File: config.mk
export PLATFORM = sky130hd
export DESIGN_NAME = lfsr_stream_gen
export DESIGN_NICKNAME = d
export VERILOG_FILES = /design/src/rtl/lfsr_stream_gen.sv
export SDC_FILE = /design/constraint.sdc
export NUM_CORES = 1
export LEC_CHECK = 0
export ABC_AREA = 1
export CORE_MARGIN = 2
export CORE_UTILIZATION = 45
export CTS_BUF_LIST = sky130_fd_sc_hd__clkbuf_4 sky130_fd_sc_hd__clkbuf_8
export CTS_CLUSTER_DIAMETER = 50
export DETAILED_ROUTE_END_ITERATION = 8
export PLACE_DENSITY = 0.89
export SYNTH_ARGS = -nofsm -noshare
export SYNTH_HDL_FRONTEND = slang
export SYNTH_SLANG_ARGS = --single-unit
File: constraint.sdc
create_clock -name Clock -period 1.3 [get_ports Clock]
set_clock_uncertainty 0.2 [all_clocks]
set_input_delay 0.195 -clock Clock [delete_from_list [all_inputs] [get_ports Clock]]
set_output_delay 0.195 -clock Clock [all_outputs]
set_load 0.01 [all_outputs]
File: src/rtl/lfsr_stream_gen.sv
// Galois LFSR word generator with a valid/ready output stream,
// multi-step advance, runtime reseed, lock-up guard and wrap tracking.
module lfsr_stream_gen #(
    parameter int               WIDTH = 8,
    parameter logic [WIDTH-1:0] TAPS  = 8'h1D,
    parameter logic [WIDTH-1:0] SEED  = 8'h91,
    parameter int               STEPS = 1
) (
    input  logic             Clock,
    input  logic             Reset,
    input  logic             Enable,
    input  logic             Load,
    input  logic [WIDTH-1:0] Load_Value,
    output logic [WIDTH-1:0] Out_Data,
    output logic             Out_Valid,
    input  logic             Out_Ready,
    output logic             Serial_Out,
    output logic [WIDTH-1:0] Step_Count,
    output logic             Wrap,
    output logic             Lockup
);

    localparam logic [1:0] ST_IDLE = 2'd0;
    localparam logic [1:0] ST_RUN  = 2'd1;
    localparam logic [1:0] ST_LOAD = 2'd2;

    if (WIDTH < 3 || WIDTH > 32) begin : g_bad_width
        $error("lfsr_stream_gen: WIDTH must be 3..32");
    end
    if (SEED == '0) begin : g_bad_seed
        $error("lfsr_stream_gen: SEED must be non-zero");
    end
    if (STEPS < 1 || STEPS > WIDTH) begin : g_bad_steps
        $error("lfsr_stream_gen: STEPS must be 1..WIDTH");
    end

    logic [1:0]       state_q, state_d;
    logic [WIDTH-1:0] y_q, y_d;
    logic [WIDTH-1:0] start_q, start_d;
    logic [WIDTH-1:0] cnt_q, cnt_d;
    logic             wrap_q, wrap_d;
    logic             lockup_q, lockup_d;
    logic [WIDTH-1:0] adv;
    logic             accept;

    // One Galois shift; bit 0 of the tap mask is never used.
    function automatic logic [WIDTH-1:0] lfsr_step(
        input logic [WIDTH-1:0] y
    );
        logic             fb;
        logic [WIDTH-1:0] mask;
        fb   = y[WIDTH-1];
        mask = {TAPS[WIDTH-1:1], 1'b0} & {WIDTH{fb}};
        return {y[WIDTH-2:0], fb} ^ mask;
    endfunction

    // Unrolled STEPS-fold advance of the current state.
    always_comb begin
        adv = y_q;
        for (int i = 0; i < STEPS; i++) begin
            adv = lfsr_step(adv);
        end
    end

    // Next-state logic: Load beats everything, accept advances the word.
    always_comb begin
        state_d  = state_q;
        y_d      = y_q;
        start_d  = start_q;
        cnt_d    = cnt_q;
        wrap_d   = 1'b0;
        lockup_d = 1'b0;
        accept   = (state_q == ST_RUN) && Out_Ready;
        if (Load) begin
            state_d = ST_LOAD;
            cnt_d   = '0;
            if (Load_Value == '0) begin
                y_d      = SEED;
                start_d  = SEED;
                lockup_d = 1'b1;
            end else begin
                y_d     = Load_Value;
                start_d = Load_Value;
            end
        end else begin
            case (state_q)
                ST_IDLE: begin
                    if (Enable) state_d = ST_RUN;
                end
                ST_RUN: begin
                    if (accept) begin
                        y_d = adv;
                        if (adv == start_q) begin
                            wrap_d = 1'b1;
                            cnt_d  = '0;
                        end else begin
                            cnt_d = cnt_q + WIDTH'(1);
                        end
                        if (!Enable) state_d = ST_IDLE;
                    end
                end
                ST_LOAD: begin
                    state_d = Enable ? ST_RUN : ST_IDLE;
                end
                default: state_d = ST_IDLE;
            endcase
        end
    end

    // State registers with synchronous active-low reset.
    always_ff @(posedge Clock) begin
        if (!Reset) begin
            state_q  <= ST_IDLE;
            y_q      <= SEED;
            start_q  <= SEED;
            cnt_q    <= '0;
            wrap_q   <= 1'b0;
            lockup_q <= 1'b0;
        end else begin
            state_q  <= state_d;
            y_q      <= y_d;
            start_q  <= start_d;
            cnt_q    <= cnt_d;
            wrap_q   <= wrap_d;
            lockup_q <= lockup_d;
        end
    end

    assign Out_Data   = y_q;
    assign Out_Valid  = (state_q == ST_RUN);
    assign Serial_Out = y_q[WIDTH-1];
    assign Step_Count = cnt_q;
    assign Wrap       = wrap_q;
    assign Lockup     = lockup_q;

endmodule

# Yosys cells after proc, flatten, opt, wreduce, memory -nomap -nowiden
# Index checks and enable logic that the tools add are counted.
dict set report totals {
  register_bits 28
  input_bits 13
  out_inout_bits 20
  elab_cells 46
}
dict set report classes {
  n_addsub 1
  n_eq_ne 9
  n_mux 13
  n_bitwise 4
  reduce_logical 12
}
# op n
set ops {}
lappend ops {{2-to-1 mux 8 bit} 5}
lappend ops {{adder 8 x 1 -> 8 bit (second input constant)} 1}
lappend ops {{equality test 8 bit} 1}
lappend ops {{zero test 8 bit} 1}
lappend ops {{2-to-1 mux 2 bit} 4}
lappend ops {{bitwise XOR 8 x 5 -> 8 bit} 1}
lappend ops {{!= test 3 bit (second input constant)} 2}
lappend ops {{case mux 2 bit (3 select lines)} 1}
lappend ops {{AND reduction 2 bit} 3}
lappend ops {{AND reduction 3 bit} 2}
lappend ops {{!= test 2 bit (second input constant)} 2}
lappend ops {{nonzero test 2 bit} 2}
lappend ops {{OR reduction 4 bit} 1}
lappend ops {{2-to-1 mux 1 bit} 3}
lappend ops {{!= test 3 x 2 -> 1 bit (second input constant)} 1}
lappend ops {{NOT 1 bit} 3}
lappend ops {{equality test 2 x 1 -> 1 bit (second input constant)} 1}
lappend ops {{equality test 2 bit (second input constant)} 1}
lappend ops {{zero test 2 bit} 1}
lappend ops {{!= test 2 x 1 -> 1 bit (second input constant)} 1}
lappend ops {{OR reduction 2 bit} 1}
lappend ops {{logical AND 1 bit} 1}

# Depth between registers and ports, before layout
# Gate-level depths: netlist of the first run.
dict set report depth {
  depth_word 5
  depth_mapped 9
}

# Worst setup path after synthesis of the first run
# OpenSTA, ideal clock, no wires.
dict set report synth_path {
  path_kind {register to register}
  startpoint {register y_q[7] (netlist: Out_Data[7])}
  endpoint {register cnt_q[4] (netlist: Step_Count[4])}
  arrival_time_ns 1.138
  t_required_ns 0.984
  setup_slack_ns -0.154
  stages_incl_launch_ff 10
  path_buffers 0
  period_less_slack_ns 1.454
  cell_sequence {dfxtp_1 -> inv_2 -> nand2_1 -> nand2_1 -> nand2_1 -> nand2_1 -> nor2_1 -> nand3_2 -> nand2_4 -> nor2_1}
}
dict set report synth_between {
  elab_chain_len 3
}
# element line
set synth_lines {}
lappend synth_lines {{start, declared} 38} ;# logic [WIDTH-1:0] y_q, y_d;
lappend synth_lines {{start signal, assigned} 121} ;# y_q <= y_d;
lappend synth_lines {{bitwise XOR 8 x 5 -> 8 bit} 54} ;# return {y[WIDTH-2:0], fb} ^ mask;
lappend synth_lines {{equality test 8 bit} 93} ;# if (adv == start_q) begin
lappend synth_lines {{2-to-1 mux 8 bit} 93}
lappend synth_lines {{end signal, assigned} 123} ;# cnt_q <= cnt_d;
lappend synth_lines {{end, declared} 40} ;# logic [WIDTH-1:0] cnt_q, cnt_d;
# No other way between the ends.
# A chain may end at the register's enable or synchronous reset.

# Worst setup path in the final report of the first run
dict set report layout_path {
  startpoint {register y_q[7] (netlist: Out_Data[7])}
  endpoint {register cnt_q[0] (netlist: Step_Count[0])}
}
# Same word-level chain as after synthesis.

==> results_dict.tcl, run 1 <==
set metrics [dict create \
    synth.distinct_cells 29 \
    synthesis.area_sq_um 1340 \
    drt_first_pass_iters 4 \
    die_w_um 58.5 \
    finalHoldViolCount 0 \
    dp_cells 284 \
    finalCritPeriodShare_pct 122 \
    maxCapViolCount 0 \
    core_sq_um 2780 \
    worst_slack_ns -0.281 \
    hpwl_um 2980 \
    antenna_found_initial 0 \
    cts-root-buf "clkbuf_4" \
    grt_setup_unrepaired "yes" \
    grtUsageTotal_pct 28.3 \
    clock-sinks 28 \
    critPathKind "flop to flop" \
    die_area_sq_um 3420 \
    fin_total_pwr_uw 1870 \
    worstHoldPathType "primary input to flop" \
    synth_most_common_cell "nand2_1" \
    synthFlopType "dfxtp_1" \
    numCtsBuffers 3 \
    outcome "finished with violations" \
    hold_buffers 0 \
    synth-edff-count 0 \
    synth_area_leaders "dfxtp_1, nand2_1, inv_1" \
    ys_warn_count 0 \
    num-nets-final 286 \
    tightest_slew_ns 0.356 \
    port_buffers 32 \
    worstPathRequired_ns 1.36 \
    avgSynthCellArea_sq_um 7.04 \
    yosysTopAreaCell "dfxtp_1" \
    synthArstFlopShare_pct 0 \
    postRouteAntennaNets 0 \
    drtIter0Drc 160 \
    crit_fanout 5 \
    via_per_inst 5.57 \
    maxSlewHeadroom_pct 76.3 \
    grt_pass1_wl_um 7330 \
    arrival_ns 1.64 \
    leakagePower_uw 0.00105 \
    drc 0 \
    ys_seq_area_share_pct 41.9 \
    startpoint_type "flop" \
    antenna_cells 0 \
    clock_latency_ns 0.35 \
    grt_pass1_vias 1625 \
    cts_max_level 1 \
    drive_gt1_share_pct 52.0 \
    synth_nets 204 \
    start_util_pct 48.1 \
    path_clk_slew_ns 0.16 \
    maxSlewViolCount 0 \
    dr_total_vias 1682 \
    finalCriticalPeriod_ns 1.58 \
    placementRows 19 \
    violations "setup timing" \
    final.setup.tns_ns -3.20 \
    stdcell_count 302 \
    fmax_mhz 632 \
    die_h_um 58.5 \
    cts_tree "yes" \
    place_congestion 0.838 \
    ys_ff_latch 28 \
    synth_top_area_share_pct 41.9 \
    ioPinCount 33 \
    max-vdd-ir-drop_v 0.000751 \
    grt-ovfl-total 0 \
    syn2layout_area_growth_pct 70.0 \
    grt_max_degree 16 \
    synth_commonest_cells "nand2_1, inv_1, dfxtp_1" \
    worstSetupEndpointType "flop" \
    wl_um 5410 \
    setup_viol 21 \
    synthCells 190 \
    wl_per_cell_um 17.9 \
    clock_path_buffers 2 \
    power_density_nw_per_um2 823 \
]
-- metrics by stage --
step	cell area (sq um)	utilization, %	hold slack (ns)	setup slack, ns
detailed placement	1970	70.9	0.245	-0.516
finish	2270	81.7	0.185	-0.281
floorplan	1380	-	0.0941	-0.0302
global route	2270	81.7	0.250	-0.338
global placement	1970	70.9	0.237	-0.444
CTS	2080	74.7	0.206	-0.243
-- metal layers --
layer	vias up	share of wire [%]	GRT usage, %
met4	0	2.1	12.6
met5	-	0	0
met2	98	50	48.8
met1	807	39	33.1
li1	761	-	-
met3	16	9.0	6.81
-- worst max-delay path, stage by stage (launching register included) --
cell	delay, ns
dfxtp_4	0.39
buf_12	0.13
inv_8	0.07
nand2_2	0.05
nand2_2	0.10
xor2_2	0.20
nand3_4	0.14
nand2_4	0.14
nor2_2	0.05
-- worst paths after layout --
kind	startpoint	end	slack (ns)	cells after the start
worst max-delay path	Out_Data[7]$_SDFFE_PN1P_	Step_Count[0]$_SDFFE_PP0P_	-0.28	8
worst min-delay path	Out_Ready	state_q[0]$_SDFFE_PP0P_	0.18	4
worst max register to register	Out_Data[7]$_SDFFE_PN1P_	Step_Count[0]$_SDFFE_PP0P_	-0.28	8
worst min register to register	state_q[1]$_SDFFE_PN0P_	state_q[0]$_SDFFE_PP0P_	0.24	1
-- area by class of cell --
type | instances | area, sq um
Tap cell | 31 | 38.8
Fill cell | 165 | 508
Multi-Input combinational cell | 128 | 823
Inverter | 32 | 135
Sequential cell | 28 | 601
Clock buffer | 4 | 30.0
Timing Repair Buffer | 79 | 646
-- where the power goes --
group	internal, uW	switching [uW]
Combinational	246	259
Sequential	894	39.0
Clock	142	291
-- cell usage in the layout, fill, tap and decap left out, drive strengths merged --
| master | instances |
|---|---|
| o21ai | 6 |
| dlygate4sd2 | 2 |
| o221ai | 2 |
| a211oi | 1 |
| a31oi | 3 |
| nand3 | 7 |
| nand4 | 2 |
| ha | 1 |
| o211ai | 2 |
| clkdlybuf4s50 | 10 |
| nand2 | 60 |
| clkbuf | 6 |
| xnor2 | 1 |
| o2111ai | 2 |
| dfxtp | 28 |
| nor2 | 24 |
| buf | 65 |
| a21oi | 2 |
| or2 | 1 |
| o22ai | 4 |
| xor2 | 4 |
| nor3b | 1 |
| inv | 32 |
| nor3 | 5 |
-- logic make-up after synthesis --
| family | after synthesis | synth area share, % |
|---|---|---|
| compound gates | 22 | 10.6 |
| xor+xnor | 5 | 3.27 |
| fa+ha+maj | 1 | 0.935 |
| buf+inv | 34 | 9.92 |
| flops | 28 | 41.9 |
| simple gates | 100 | 33.4 |
-- repair_timing --
action,CTS,global route
resized for setup,105,58
pin swaps,11,21
endpoints found under the setup margin,38,34
buffers inserted,7,9
-- flip-flops by register name, summed over array words and instances, names as in the netlist --
signal,flops
Lockup,1
Out_Data,8
Step_Count,8
Wrap,1
start_q,8
state_q,2
Note: power is estimated with default switching activity, not from simulation.
==> run 2: changes to the inputs <==
--- a/config.mk
+++ b/config.mk
@@ -6,10 +6,11 @@
 export NUM_CORES = 1
 export LEC_CHECK = 0
 export ABC_AREA = 1
+export CAP_MARGIN = 20
 export CORE_MARGIN = 2
 export CORE_UTILIZATION = 45
 export CTS_BUF_LIST = sky130_fd_sc_hd__clkbuf_4 sky130_fd_sc_hd__clkbuf_8
-export CTS_CLUSTER_DIAMETER = 50
+export CTS_CLUSTER_DIAMETER = 40
 export DETAILED_ROUTE_END_ITERATION = 8
 export PLACE_DENSITY = 0.89
 export SYNTH_ARGS = -nofsm -noshare
==> results of run 2 <==
Same layout as run 1: the final DEF is identical, and so are final timing and power.
==> run 3: changes to the inputs <==
--- a/config.mk
+++ b/config.mk
@@ -10,7 +10,7 @@
 export CORE_MARGIN = 2
 export CORE_UTILIZATION = 45
 export CTS_BUF_LIST = sky130_fd_sc_hd__clkbuf_4 sky130_fd_sc_hd__clkbuf_8
-export CTS_CLUSTER_DIAMETER = 40
+export CTS_CLUSTER_DIAMETER = 80
 export DETAILED_ROUTE_END_ITERATION = 8
 export PLACE_DENSITY = 0.89
 export SYNTH_ARGS = -nofsm -noshare
==> results of run 3 <==
Same layout as run 1: the final DEF is identical, and so are final timing and power.
==> patch 1, RTL diff (flow settings as in run 2) <==
Reset style: asynchronous (`Reset`), changed in one clocked block. Comments in the files are not updated.
--- a/src/rtl/lfsr_stream_gen.sv
+++ b/src/rtl/lfsr_stream_gen.sv
@@ -108,7 +108,7 @@
     end
 
     // State registers with synchronous active-low reset.
-    always_ff @(posedge Clock) begin
+    always_ff @(posedge Clock or negedge Reset) begin
         if (!Reset) begin
             state_q  <= ST_IDLE;
             y_q      <= SEED;
Function: differs if Reset is asserted again (counterexample within 4 cycles, from zero or initial values and one cycle with Reset low); with Reset held inactive, the same outputs for 10 cycles.
==> patch 1 against run 2 <==
The flow still finishes with violations (negative setup slack). Worst setup slack worse by 240 ps. Sequential cell count is the same. Final area grew 17%. Synthesized area grew 12%. Routed wire length rose by 19%. Synthesized cell count decreased by 7.9%. Critical endpoint is now Step_Count[2]. Largest cell class is now buffers.
Power is not compared: it rests on default switching activity, and its combinational part moved more than twofold at a synthesized area within 25%.
==> patch 1: results (changes against run 2) <==
| Metric | Value |
|---|---|
| Routed vias | `1,822 (was 1,682)` |
| Cell Area, Placed | `0.002121 mm^2 (was 0.001972 mm^2)` |
| Gpl congestion | `0.8523 (was 0.8381)` |
| Yosys cell types | `32 (was 29)` |
| Leakage | `1.319 nW` |
| Synth Net Count | `189 (was 204)` |
| Synth top cells by count | `nand2_1, inv_1, dfrtp_1 (was nand2_1, inv_1, dfxtp_1)` |
| Detailed Place HPWL | `2.884 mm (was 2.977 mm)` |
| Iter 0 DRT Violations | `146 (was 160)` |
| Final setup margin | `-520.4 ps (was -281.5 ps)` |
| Status | `complete, but fails checks (unchanged)` |
| Total global-route track usage | `29.74% (was 28.29%)` |
| Min-delay worst type | `primary input to flip-flop (unchanged)` |
| Critical hold path startpoint | `Enable (was Out_Ready)` |
| Failing checks | `negative setup slack (unchanged)` |
| Wire per inst | `19.95 um (was 17.90 um)` |
| Peak VDD IR | `0.6116 mV` |
| Antenna violations before repair | `0 (unchanged)` |
| Hold EP | `state_q[0] (unchanged)` |
| Number of global-route vias before repair | `1,688 (was 1,625)` |
| Area contributors post-synth | `dfrtp_1, nand2_1, dfstp_2, inv_1, a21oi_2 (was dfxtp_1, nand2_1, inv_1, nor2_1, xor2_1)` |
| R2R depth | `7 (was 8)` |
| Sequential element share of the synthesized area | `47.44% (was 41.91%)` |
| Largest net degree at the start of global routing | `29 (was 16)` |
| Crit path max fanout | `5 (unchanged)` |
| First-pass GRT wire length | `8.073 mm (was 7.334 mm)` |
| Crit path DAT | `1860 ps (was 1640 ps)` |
| Reg-to-reg critical path startpoint | `Out_Data[4] (was Out_Data[7])` |
| # nets final | `293 (was 286)` |
| H-tree Lvls | `1 (unchanged)` |
| Share of cells above drive strength 1 | `51.80% (was 52.03%)` |
| Clk Latency, worst-skew pair | `340 ps` |
| IO Port Bufs | `32 (unchanged)` |
| Slew @ Worst Pin | `341.7 ps (was 355.7 ps)` |
| Reg2reg end | `Step_Count[2] (was Step_Count[0])` |
| Post-placement setup slack | `-496.2 ps (was -515.9 ps)` |
| CTS Buf Count | `3 (unchanged)` |
| P_sw | `847.1 uW` |
| Hold-critical path depth | `3 (was 4)` |
| Synth async-reset ratio | `100.0% (was 0%)` |
| Finish-stage setup viols | `30 (was 21)` |
## patch 1: cells by family (layout without fill, tap and decap cells)
logic type / after synthesis / in the layout / share of synthesized area, %
xor gates and xnor gates: 7 / 7 / 4.107
and+or+nand+nor: 81 / 81 / 25.73
AOI/OAI and AO/OA: 25 / 25 / 11.82
buffers and inverters: 33 / 136 / 10.06
adders and majority gates: 1 / 1 / 0.8381
DFF: 28 / 28 / 47.44
## patch 1: stage by stage
step	utilization (%)	TNS, ps	power (mW)	hold WS [ps]	cells
2_1_floorplan	-	-2255	1.323	-300.6	175
5_1_grt	85.56	-10020	2.601	276.7	322
6_report	85.56	-8458	2.515	246.1	322
3_5_place_dp	68.35	-9515	1.680	283.1	281
4_1_cts	79.68	-5938	2.302	242.8	316
3_3_place_gp	68.35	-8335	1.650	275.3	281
## patch 1: worst max-delay path by stage
stage / startpoint / to / slack, ps / depth (start not counted)
finish: Out_Data[4] / Step_Count[2] / -520 / 7
global route: Out_Data[7] / Step_Count[2] / -580 / 8
CTS: Out_Data[7] / Step_Count[3] / -390 / 10
detailed placement: Load / Out_Data[2] / -500 / 6
global placement: Load / Out_Data[4] / -390 / 7
floorplan: Out_Data[7] / Step_Count[7] / -270 / 7
## patch 1: power groups by stage
stage | logic (mW) | registers [mW] | clock network (mW)
after floorplan | 0.269 | 1.05 | 0
after global placement | 0.610 | 1.04 | 0
final | 1.05 | 1.02 | 0.450
after detailed placement | 0.634 | 1.05 | 0
after global routing | 1.10 | 1.02 | 0.484
after CTS | 0.861 | 1.00 | 0.439
## patch 1: timing repair
action,in CTS,in global routing
hold buffers,1,0
resized for setup,109,31
pin swaps,9,19
cloned,1,0
hold endpoints to repair,6,0
setup endpoints to repair,37,39
buffers inserted,31,7
## patch 1: cell type report
cell class                 count  area, um^2
fill                         173       447.9
sequential                    28       708.2
tap                           44       55.05
clock buffer                   4       36.28
inverter                      26       102.6
multi-input combinational    114       799.5
timing repair buffer         106       953.4
## patch 1: metal layers
layer,track usage [%],part of all wire [%],up-vias
met2,49.47,49,132
li1,-,-,770
met4,16.11,7.2,0
met1,37.07,37,866
met3,4.412,6.9,54
met5,0,0,-
## patch 1: critical path, cell delays in order, from the launching register on
cell and delay (ps):
dfstp_2 580, buf_4 120, xnor2_1 120, nand2_1 110, nor2_2 230, nand3_4 150, nand2_4 150, a21oi_2 70
==> patch 2, RTL diff (flow settings as in run 2) <==
Without the edit above. `WIDTH`: 8 -> 9.
--- a/src/rtl/lfsr_stream_gen.sv
+++ b/src/rtl/lfsr_stream_gen.sv
@@ -1,7 +1,7 @@
 // Galois LFSR word generator with a valid/ready output stream,
 // multi-step advance, runtime reseed, lock-up guard and wrap tracking.
 module lfsr_stream_gen #(
-    parameter int               WIDTH = 8,
+    parameter int               WIDTH = 9,
     parameter logic [WIDTH-1:0] TAPS  = 8'h1D,
     parameter logic [WIDTH-1:0] SEED  = 8'h91,
     parameter int               STEPS = 1
Interface: changed (resized Load_Value, Out_Data and Step_Count); port bits go from 33 to 36. The function was not compared with the original's and may differ.
==> patch 2 against run 2 <==
The flow finishes with violations (negative hold slack, negative setup slack). Synthesized area grew 9.4%. Worst setup slack got worse by 77 ps. Routed wire length increased by 32%. First-iteration DRC count is 86% higher. Critical endpoint is now Step_Count[0]. Final area grew 17%. Total power grew 32%. Sequential cell count rose by 3. Clock power increased by 98%.
==> patch 2: results (changes against run 2) <==
| Metric | Value |
|---|---|
| Status | `complete, but fails checks (unchanged)` |
| Failing checks | `negative hold slack, negative setup slack (was negative setup slack)` |
| Final WL | `7.159 mm (was 5.406 mm)` |
| Final setup margin | `-358.3 ps (was -281.5 ps)` |
| 1st-pass router iterations | `5 (was 4)` |
| IO Port Bufs | `35 (was 32)` |
| Clk. pwr | `859 uW (was 433 uW)` |
| Sequential element share of the synthesized area | `42.43% (was 41.91%)` |
| Via-per-instance ratio | `5.751 (was 5.570)` |
| Peak VDD IR | `0.6057 mV (was 0.7515 mV)` |
| Number of multi-input logic gates | `132 (was 128)` |
| Setup TNS | `-5362 ps (was -3195 ps)` |
| CTS clk-pin slew, worst paths | `120 ps (was 160 ps)` |
| Cell Area, Placed | `0.002217 mm^2 (was 0.001972 mm^2)` |
| Area contributors post-synth | `dfxtp_1, nand2_1, inv_1, nor2_1, nand3_1 (was dfxtp_1, nand2_1, inv_1, nor2_1, xor2_1)` |
| Detailed Place HPWL | `3.053 mm (was 2.977 mm)` |
| Routed vias | `1,961 (was 1,682)` |
| Signal inverters | `29 (was 32)` |
| Met1 wire length | `2.568 mm (was 2.127 mm)` |
| Yosys cell types | `27 (was 29)` |
| Multi-input combinational area share | `35.87% (was 36.21%)` |
| Largest net degree at the start of global routing | `11 (was 16)` |
| Clock-cell share | `3.239% (was 1.321%)` |
| Synth async-reset ratio | `0% (unchanged)` |
| Gpl congestion | `0.8868 (was 0.8381)` |
| Iter 0 DRT Violations | `297 (was 160)` |
| Crit path max fanout | `8 (was 5)` |
| Met2 wire length | `3.409 mm (was 2.677 mm)` |
| Clk Latency, worst-skew pair | `370 ps (was 350 ps)` |
| Met3 WL | `686 um (was 488 um)` |
| Clock buffer count | `6 (was 4)` |
| Final hold vios | `1 (was 0)` |
| Fillers | `145 (was 165)` |
| Slew HR | `79.84% (was 76.28%)` |
| # nets final | `311 (was 286)` |
| H-tree Lvls | `2 (was 1)` |
| Leakage | `1.250 nW (was 1.047 nW)` |
| # placed instances | `316 (was 284)` |
| Signal buffers share of area | `29.11% (was 28.40%)` |
| Worst hold margin | `-13.10 ps (was 184.6 ps)` |
| Met1 Track Usage GR | `36.32% (was 33.10%)` |
| Synth Net Count | `211 (was 204)` |
| Share of cells above drive strength 1 | `58.92% (was 52.03%)` |
| Signal buffers | `97 (was 79)` |
| Synth top cells by count | `nand2_1, dfxtp_1, inv_1 (was nand2_1, inv_1, dfxtp_1)` |
| FF/Latch Area | `670.6 um^2 (was 600.6 um^2)` |
| Post-synthesis cell count | `196 (was 190)` |
| Finish-stage setup viols | `27 (was 21)` |
| Core area | `0.003078 mm^2 (was 0.002781 mm^2)` |
| P_sw | `764.6 uW (was 588.8 uW)` |
| Met2 Use GR | `53.30% (was 48.80%)` |
| CTS Buf Count | `5 (was 3)` |
| P_int | `1.708 mW (was 1.282 mW)` |
| Crit path DAT | `1700 ps (was 1640 ps)` |
| GR Layer Usage met3 | `9.034% (was 6.813%)` |
==> patch 2: cell count changes in the layout (fill, tap and decap cells not counted), moves of 5 or more <==
cell	change
buf_4	+14
buf_2	+6
dlymetal6s2s_1	+6
nor2_2	+9
nand2_1	-5
nand2_2	-5
nor2_1	-7
==> patch 2: worst paths after layout <==
path              endpoint           from  depth (start not counted)
max          Step_Count[0]    Out_Data[8]                         10
min            Out_Data[7]  Load_Value[7]                          3
max reg2reg  Step_Count[0]    Out_Data[8]                         10
min reg2reg     start_q[3]     start_q[3]                          2
==> patch 2: cell families (layout without fill, tap and decap cells) <==
kind of cell               after synthesis  after routing  share of synthesized area [%]
buffers and inverters                   33            134                          8.982
and+or+nand+nor                         93             93                          29.17
DFF                                     31             31                          42.43
muxes                                    1              1                         0.6844
adders and majority gates                1              1                         0.8553
AOI/OAI and AO/OA                       28             28                          12.49
xor gates and xnor gates                 9              9                          5.389
==> patch 2: critical path, stage by stage, from the launching register on <==
cell	delay (ps)
dfxtp_4	390
buf_8	150
inv_6	50
nand2_2	70
nand2_1	60
nand2_1	90
nand2_2	70
nor2_4	110
nand3_4	120
nand2_8	140
nor2_1	80
==> patch 2: per-stage QoR <==
step,utilization (%),setup slack [ps]
2_1_floorplan,-,-90.60
3_3_place_gp,72.03,-462.3
3_5_place_dp,72.03,-520.8
4_1_cts,79.59,-207.7
5_1_grt,86.59,-414.9
6_report,86.59,-358.3
==> patch 2: what timing repair did <==
action / 4_1_cts / 5_1_grt
pin swaps: 7 / 17
endpoints found under the setup margin: 42 / 36
gates resized for setup: 127 / 72
hold buffers: 0 / 0
buffers inserted: 12 / 7
